## src/rtl/iomem_timer.sv

```systemverilog
// Memory-mapped down-counting timer for the picosoc iomem bus: 16-bit prescaler,
// COUNT_W-bit auto-reload counter, sticky expiry flag and registered level irq.
module iomem_timer #(
   parameter logic [7:0] ADDR_PREFIX = 8'h04,
   parameter int         COUNT_W     = 32
) (
   input  logic        clk,
   input  logic        resetn,
   input  logic        iomem_valid,
   output logic        iomem_ready,
   input  logic [3:0]  iomem_wstrb,
   input  logic [31:0] iomem_addr,
   input  logic [31:0] iomem_wdata,
   output logic [31:0] iomem_rdata,
   output logic        irq
);

   localparam logic [7:0] OFF_CTRL     = 8'h00;
   localparam logic [7:0] OFF_PRESCALE = 8'h04;
   localparam logic [7:0] OFF_RELOAD   = 8'h08;
   localparam logic [7:0] OFF_COUNT    = 8'h0C;
   localparam logic [7:0] OFF_STATUS   = 8'h10;

   logic               en, auto_rl, ie, flag;
   logic [15:0]        prescale, pcnt;
   logic [COUNT_W-1:0] reload, count;

   logic        sel, we, tick, count_wr, status_clr, expire;
   logic [7:0]  offset;
   logic [31:0] rd_mux, wr_mask, wr_val, count_ext, reload_ext;

   // The window only decodes the top byte; the middle bits alias the map.
   logic unused_addr;
   assign unused_addr = ^iomem_addr[23:8];

   // NOTE: every signal written in always_comb gets a default first, so no path
   // leaves it unassigned and no latch is inferred.
   always_comb begin
      offset     = iomem_addr[7:0];
      sel        = iomem_valid && !iomem_ready && (iomem_addr[31:24] == ADDR_PREFIX);
      we         = sel && (iomem_wstrb != 4'b0000);
      tick       = en && (pcnt == prescale);

      count_ext  = '0;
      reload_ext = '0;
      count_ext[COUNT_W-1:0]  = count;
      reload_ext[COUNT_W-1:0] = reload;

      rd_mux = '0;
      case (offset)
         OFF_CTRL:     rd_mux = {29'd0, ie, auto_rl, en};
         OFF_PRESCALE: rd_mux = {16'd0, prescale};
         OFF_RELOAD:   rd_mux = reload_ext;
         OFF_COUNT:    rd_mux = count_ext;
         OFF_STATUS:   rd_mux = {31'd0, flag};
         default:      rd_mux = '0;
      endcase

      // Byte-lane merge onto the current register contents at this offset.
      wr_mask = {{8{iomem_wstrb[3]}}, {8{iomem_wstrb[2]}},
                 {8{iomem_wstrb[1]}}, {8{iomem_wstrb[0]}}};
      wr_val  = (rd_mux & ~wr_mask) | (iomem_wdata & wr_mask);

      count_wr   = we && (offset == OFF_COUNT);
      status_clr = we && (offset == OFF_STATUS) && iomem_wstrb[0] && iomem_wdata[0];
      // A bus write to COUNT swallows a coincident tick, including its expiry.
      expire     = tick && !count_wr && (count == COUNT_W'(1));
   end

   // NOTE: sequential state uses non-blocking assignments only, so every
   // register samples the pre-edge values regardless of statement order.
   always_ff @(posedge clk) begin
      if (!resetn) begin
         iomem_ready <= 1'b0;
         iomem_rdata <= '0;
         irq         <= 1'b0;
         en          <= 1'b0;
         auto_rl     <= 1'b0;
         ie          <= 1'b0;
         prescale    <= '0;
         pcnt        <= '0;
         reload      <= '0;
         count       <= '0;
         flag        <= 1'b0;
      end else begin
         iomem_ready <= sel;
         if (sel) iomem_rdata <= rd_mux;

         if (we) begin
            case (offset)
               OFF_CTRL:     {ie, auto_rl, en} <= wr_val[2:0];
               OFF_PRESCALE: prescale <= wr_val[15:0];
               OFF_RELOAD:   reload   <= wr_val[COUNT_W-1:0];
               default:      ;
            endcase
         end

         if (!en || tick) pcnt <= '0;
         else             pcnt <= pcnt + 16'd1;

         // Expiry reloads from the pre-edge RELOAD, so a same-cycle write lands later.
         if (count_wr)                           count <= wr_val[COUNT_W-1:0];
         else if (tick && count > COUNT_W'(1))   count <= count - COUNT_W'(1);
         else if (expire)                        count <= auto_rl ? reload : '0;

         // Set dominates a simultaneous write-1-to-clear.
         if (expire)          flag <= 1'b1;
         else if (status_clr) flag <= 1'b0;

         irq <= flag && ie;
      end
   end

endmodule

```

## config.mk

```make
export PLATFORM = sky130hd
export DESIGN_NAME = iomem_timer
export DESIGN_NICKNAME = d
export VERILOG_FILES = /design/src/rtl/iomem_timer.sv
export SDC_FILE = /design/constraint.sdc
export NUM_CORES = 1
export LEC_CHECK = 0
export ABC_CLOCK_PERIOD_IN_PS = 4950
export BUFFER_PORTS_ARGS = -buffer_cell sky130_fd_sc_hd__buf_2
export CAP_MARGIN = 25
export CORE_MARGIN = 1
export CORE_UTILIZATION = 45
export DETAILED_ROUTE_END_ITERATION = 12
export PLACE_DENSITY = 0.65
export SLEW_MARGIN = 25
export SYNTH_ARGS = -nofsm -noshare
export SYNTH_HDL_FRONTEND = slang
export SYNTH_SLANG_ARGS = --single-unit
```

## constraint.sdc

```tcl
create_clock -name clk -period 4.95 [get_ports clk]
set_input_delay 0.99 -clock clk [delete_from_list [all_inputs] [get_ports clk]]
set_output_delay 0.99 -clock clk [all_outputs]
set_load 0.05 [all_outputs]
```

# [Yosys cells after proc, flatten, opt, wreduce, memory -nomap -nowiden]
# Index checks and enable logic that the tools add are counted.
[totals] reg_bits=134 input_bits=71 output_inout_bits=34 wordCells=57
[op_classes] addsub=2 order_cmp=1 n_eq_ne=7 muxes=7 bitwise=5 n_reduce_logical=24
[op_table] op="$pmux 32 s5" count=1
[op_table] op="$mux 32" count=4
[op_table] op="$and 32x32->32" count=2
[op_table] op="$eq 32x1->1 const B" count=1
[op_table] op="$gt 32x1->1 const B" count=1
[op_table] op="$not 32->32" count=1
[op_table] op="$or 32x32->32" count=1
[op_table] op="$sub 32x1->32 const B" count=1
[op_table] op="$add 16x1->16 const B" count=1
[op_table] op="$eq 16x16->1" count=1
[op_table] op="$eq 8x3->1 const B" count=2
[op_table] op="$eq 8x4->1 const B" count=2
[op_table] op="$logic_and 1x1->1" count=12
[op_table] op="$eq 8x5->1 const B" count=1
[op_table] op="$logic_not 8->1" count=1
[op_table] op="$reduce_and 2->1" count=3
[op_table] op="$reduce_bool 4->1" count=1
[op_table] op="$logic_not 1->1" count=3
[op_table] op="$reduce_bool 3->1" count=1
[op_table] op="$mux 1" count=2
[op_table] op="$reduce_bool 2->1" count=1
[op_table] op="$reduce_or 2->1" count=1
[op_table] op="$logic_or 1x1->1" count=1
[op_table] op="$not 1->1" count=1

# [Logic depth before layout (Yosys ltp)]
[logic_depth] depth_word=11 depth_mapped=10 depth_no_buf=8

# [Worst setup path before layout]
# Ideal clock, no wire load.
[synth_timing] kind="input port to flip-flop" startpoint="input port iomem_addr[1]" endpoint="register reload[10]" setup_time_ps=128 arrival_ps=2744 t_required_ps=4822 path_slack_ps=2078 cell_stages=6 n_path_buf=1 cell_sequence="nor4_1 > nand4_1 > nor4_2 > buf_2 > mux2i_1 > nor2_1"
[synth_via] elab_chain_cells=4 elab_cells_between_ends=9 cone_classes="4 x eq/ne; 1 x mux; 2 x bitwise; 2 x reduce/logical"
[synth_lines] element="from (decl)" line="12" text="input logic [31:0] iomem_addr,"
[synth_lines] element="$eq 8x5->1 (tied with other cells)" line="50" text="case (offset)"
[synth_lines] element="$pmux 32 s5" line="50"
[synth_lines] element="$and 32x32->32" line="62" text="wr_val = (rd_mux & ~wr_mask) | (iomem_wdata & wr_mask);"
[synth_lines] element="$or 32x32->32" line="62"
[synth_lines] element="to (signal assigned)" line="93" text="OFF_RELOAD: reload <= wr_val[COUNT_W-1:0];"
[synth_lines] element="to (decl)" line="26" text="logic [COUNT_W-1:0] reload, count;"
# Several ways; a longest one is shown, not always the timed one.
# A chain may end at the register's enable or synchronous reset.

# [Worst setup path after layout]
[layout_timing] startpoint="input port iomem_addr[1]" endpoint="register count[3]"
[layout_via] elab_chain_cells=6 elab_cells_between_ends=14 cone_classes="4 x eq/ne; 2 x mux; 2 x bitwise; 6 x reduce/logical"
[layout_lines] element="branches (longest 6 deep; another with $pmux 32 s5)"
[layout_lines] element="to (signal assigned)" line="102" text="if (count_wr) count <= wr_val[COUNT_W-1:0];"
[layout_lines] element="to (signal assigned)" line="103" text="else if (tick && count > COUNT_W'(1)) count <= count - COUNT_W'(1);"
[layout_lines] element="to (signal assigned)" line="104" text="else if (expire) count <= auto_rl ? reload : '0;"
[layout_lines] element="to (decl)" line="26"
# Several ways; the timed one is not identified.

==> flow_metrics.env <==
export IMPL_status="completed"
export IMPL_met2_usage_pct=45.18
export IMPL_power_density_nw_per_um2=294.7
export IMPL_postCtsSetupBuffers=0
export IMPL_htreeDepth=4
export IMPL_worstRegToRegCells=6
export IMPL_clk_path_buf_depth=2
export IMPL_cts_resized_gates=0
export IMPL_finalMaxSlewViolations=0
export IMPL_syn_avg_cell_area_um2=8.068
export IMPL_crit_path_max_incr_delay_ns=0.77
export IMPL_vias_per_cell=5.930
export IMPL_min_to="iomem_rdata[6]$_SDFFE_PN0N_"
export IMPL_num_vias=7110
export IMPL_hold_class="register to register"
export IMPL_ys_seq_elements=134
export IMPL_fin_area_um2=8567
export IMPL_nets=1045
export IMPL_synth_edf_count=0
export IMPL_synth_top_area_share_pct=36.18
export IMPL_ys_async_sr_fraction_pct=0
export IMPL_layout_cells_non_filler=1199
export IMPL_grt_usage_pct=28.40
export IMPL_drtIter0Drc=650
export IMPL_fin_ws_ns=1.595
export IMPL_dp_slack_ns=1.235
export IMPL_startpoint_type="primary input"
export IMPL_critPathCaptureType="register"
export IMPL_busiest_layer="met2"
export IMPL_slew_headroom_pct=34.96
export IMPL_gp_congestion=0.8440
export IMPL_tightest_slew_ns=0.9719
export IMPL_r2r_slack_ns=1.62
export IMPL_initial_core_util_pct=46.34
export IMPL_syn_inst=919
export IMPL_netlist_area_um2=7415
export IMPL_hold_viol_final=0
export IMPL_grt_pass1_wl_um=36430
export IMPL_die_h_um=130.4
export IMPL_placed_cell_area_um2=7944
export IMPL_cts_hold_buf=0
export IMPL_criticalPathCategory="primary input to register"
export IMPL_arrival_ns=3.62
export IMPL_r2r_end="count[17]$_SDFFE_PN0P_"
export IMPL_drc=0
export IMPL_dp_hpwl_um=15770
export IMPL_grt_pass1_vias=6618
export IMPL_crit_path_top_delay_cell="and4_1"
export IMPL_synthFlopType="dfxtp_1"
export IMPL_ys_warn_count=0
export IMPL_postRouteAntennaNets=0
export IMPL_dieWidth_um=130.4
export IMPL_cap_violations=0
export IMPL_synth_area_leaders="dfxtp_1, nor2_1, nand2_1"
export IMPL_cts_sinks=134
export IMPL_syn_to_final_growth_pct=15.54
export IMPL_root_buffer="clkbuf_16"
export IMPL_path_cells="buf_2 > nor4_1 > and4_1 > nand3_1 > o311ai_0 > a31oi_1"
export IMPL_fin_crit_sh_pct=67.78
export IMPL_final_min_clock_period_ns=3.355
export IMPL_drive_gt1_share_pct=18.62
export IMPL_skew_ns=0.004378
export IMPL_clock_fmax_mhz=298.0
export IMPL_fin_setup_tns_ns=0
export IMPL_path_max_fanout=16
export IMPL_routed_wl_um=23140
export IMPL_holdPathStages=2
export IMPL_p_leak_nw=3.283
export IMPL_use_met3_pct=5.494
export IMPL_r2r_start="prescale[10]$_SDFFE_PN0P_"
export IMPL_core_um2=16000
export IMPL_cp_data_required_time_ns=5.22
export IMPL_die_area_um2=16990
export IMPL_syn_num_nets=993
export IMPL_cts_tree="done"
export IMPL_synthDistinctLibCells=64
export IMPL_met1_usage_pct=37.09
export IMPL_numCtsBuffers=17
export IMPL_clkLatencyLatePin_ns=0.42
export IMPL_cts_clk_slew_worst_paths_ns=0.06
export IMPL_setup_violations=0
export IMPL_rsz0062_at_grt="false"
export IMPL_dr_pass1_iters=6
export IMPL_fin_total_pwr_w=0.002525
export IMPL_portBuffers=88
export IMPL_yosys_area_top_type="dfxtp_1"
export IMPL_grt_start_max_net_pins=74
export IMPL_antenna_cells=0
export IMPL_place_inst=1168
export IMPL_ir_worst_vdd_v=0.0002402
export IMPL_grt_ovfl_total=0
export IMPL_antenna_found_initial=0
export IMPL_synth_seq_area_share_pct=36.18
export IMPL_io_pins=105
export IMPL_rows=46
export IMPL_wl_per_cell_um=19.30
export IMPL_hp_start="iomem_rdata[6]$_SDFFE_PN0N_"
-- worst max-delay path: cells and delay by family --
family / cells / cell delay (ns)
simple gates: 3 / 2.10
compound gates: 2 / 0.43
buf+inv: 1 / 0.10
-- layout make-up --
class	instances	area, um2
clock buffer	19	442.9
clock inverter	12	178.9
fill	1552	7433
inverter	11	41.29
multi-input combinational	708	4420
sequential	134	2683
tap	216	270.3
timing repair buffer	99	530.5
-- power by group --
part           internal (W)   total, W  switching [W]  leakage (nW)
Clock              0.000853    0.00135       0.000494         0.295
Combinational     0.0000307  0.0000990      0.0000683          1.91
Sequential          0.00108    0.00108   0.0000000130          1.08
-- state kept, by name, summed over array words and instances (netlist names), 16 cells and up --
| signal | cells |
|---|---|
| reload | 32 |
| iomem_rdata | 32 |
| pcnt | 16 |
| count | 32 |
| prescale | 16 |
-- cells in the mapped netlist (all sizes together), types with 3 or more instances --
library cell    n
mux4            3
a211oi         24
nand4          15
nor3           26
or4             6
nor2b           3
a22o           13
and2            8
xor2           22
nor2          140
ha              3
clkbuf         51
nand3          28
o21ai          41
buf            15
mux2           33
nor4           21
a31oi           9
and4            6
xnor2          24
nand3b          3
a21oi          66
o221ai          5
and3           14
nand2         114
inv            10
o21a            3
a221oi          9
a41oi           3
dfxtp         134
mux2i          31
a221o           9
or3             7
-- routing by layer --
metal	vias up	routed length [um]
met2	264	10850
li1	3414	-
met3	53	1378
met4	0	694
met1	3379	10220
met5	-	0
-- per-stage QoR --
| stage | util, % | hold WS, ns |
|---|---|---|
| floorplan | - | 0.4424 |
| global placement | 49.55 | 0.4533 |
| detailed placement | 49.65 | 0.4553 |
| CTS | 53.53 | 0.4634 |
| global route | 53.54 | 0.4825 |
| finish | 53.54 | 0.4620 |
-- cells in the final DEF, fill, tap and decap left out, drive strengths merged, types with 4 or more instances in the layout --
cell type  count
a211oi        24
a21oi         66
a221o          9
a221oi         9
a22o          13
a31oi          9
and2           8
and3          14
and4           6
buf           99
bufinv         4
clkbuf        19
clkinv         6
dfxtp        134
inv           10
mux2          33
mux2i         31
nand2        114
nand3         28
nand4         15
nor2         140
nor3          26
nor4          21
o21ai         41
o221ai         5
or3            7
or4            6
xnor2         24
xor2          22
-- logic make-up (layout without fill, tap and decap cells) --
kind of cell | count (synthesis) | in the layout | synth area share (%)
buf+inv | 77 | 141 | 4.404
fa+ha+maj | 3 | 3 | 0.5063
mux | 67 | 67 | 10.31
xor+xnor | 46 | 46 | 5.434
simple gates | 397 | 397 | 26.02
compound gates | 195 | 195 | 17.15
flops | 134 | 134 | 36.18
-- how the worst max path moves through the flow --
stage                          startpoint                 endpoint  slack (ns)  cells past startpoint
CTS                         iomem_addr[1]    count[3]$_SDFFE_PN0P_        1.67                      6
detailed placement          iomem_addr[1]    count[3]$_SDFFE_PN0P_        1.24                      6
floorplan                   iomem_addr[1]  reload[10]$_SDFFE_PN0P_        2.08                      6
global route        count[0]$_SDFFE_PN0P_   count[26]$_SDFFE_PN0P_        1.38                      8
finish                      iomem_addr[1]    count[3]$_SDFFE_PN0P_        1.59                      6
global placement            iomem_addr[1]    count[3]$_SDFFE_PN0P_        1.23                      6
(Power assumes the default switching activity.)
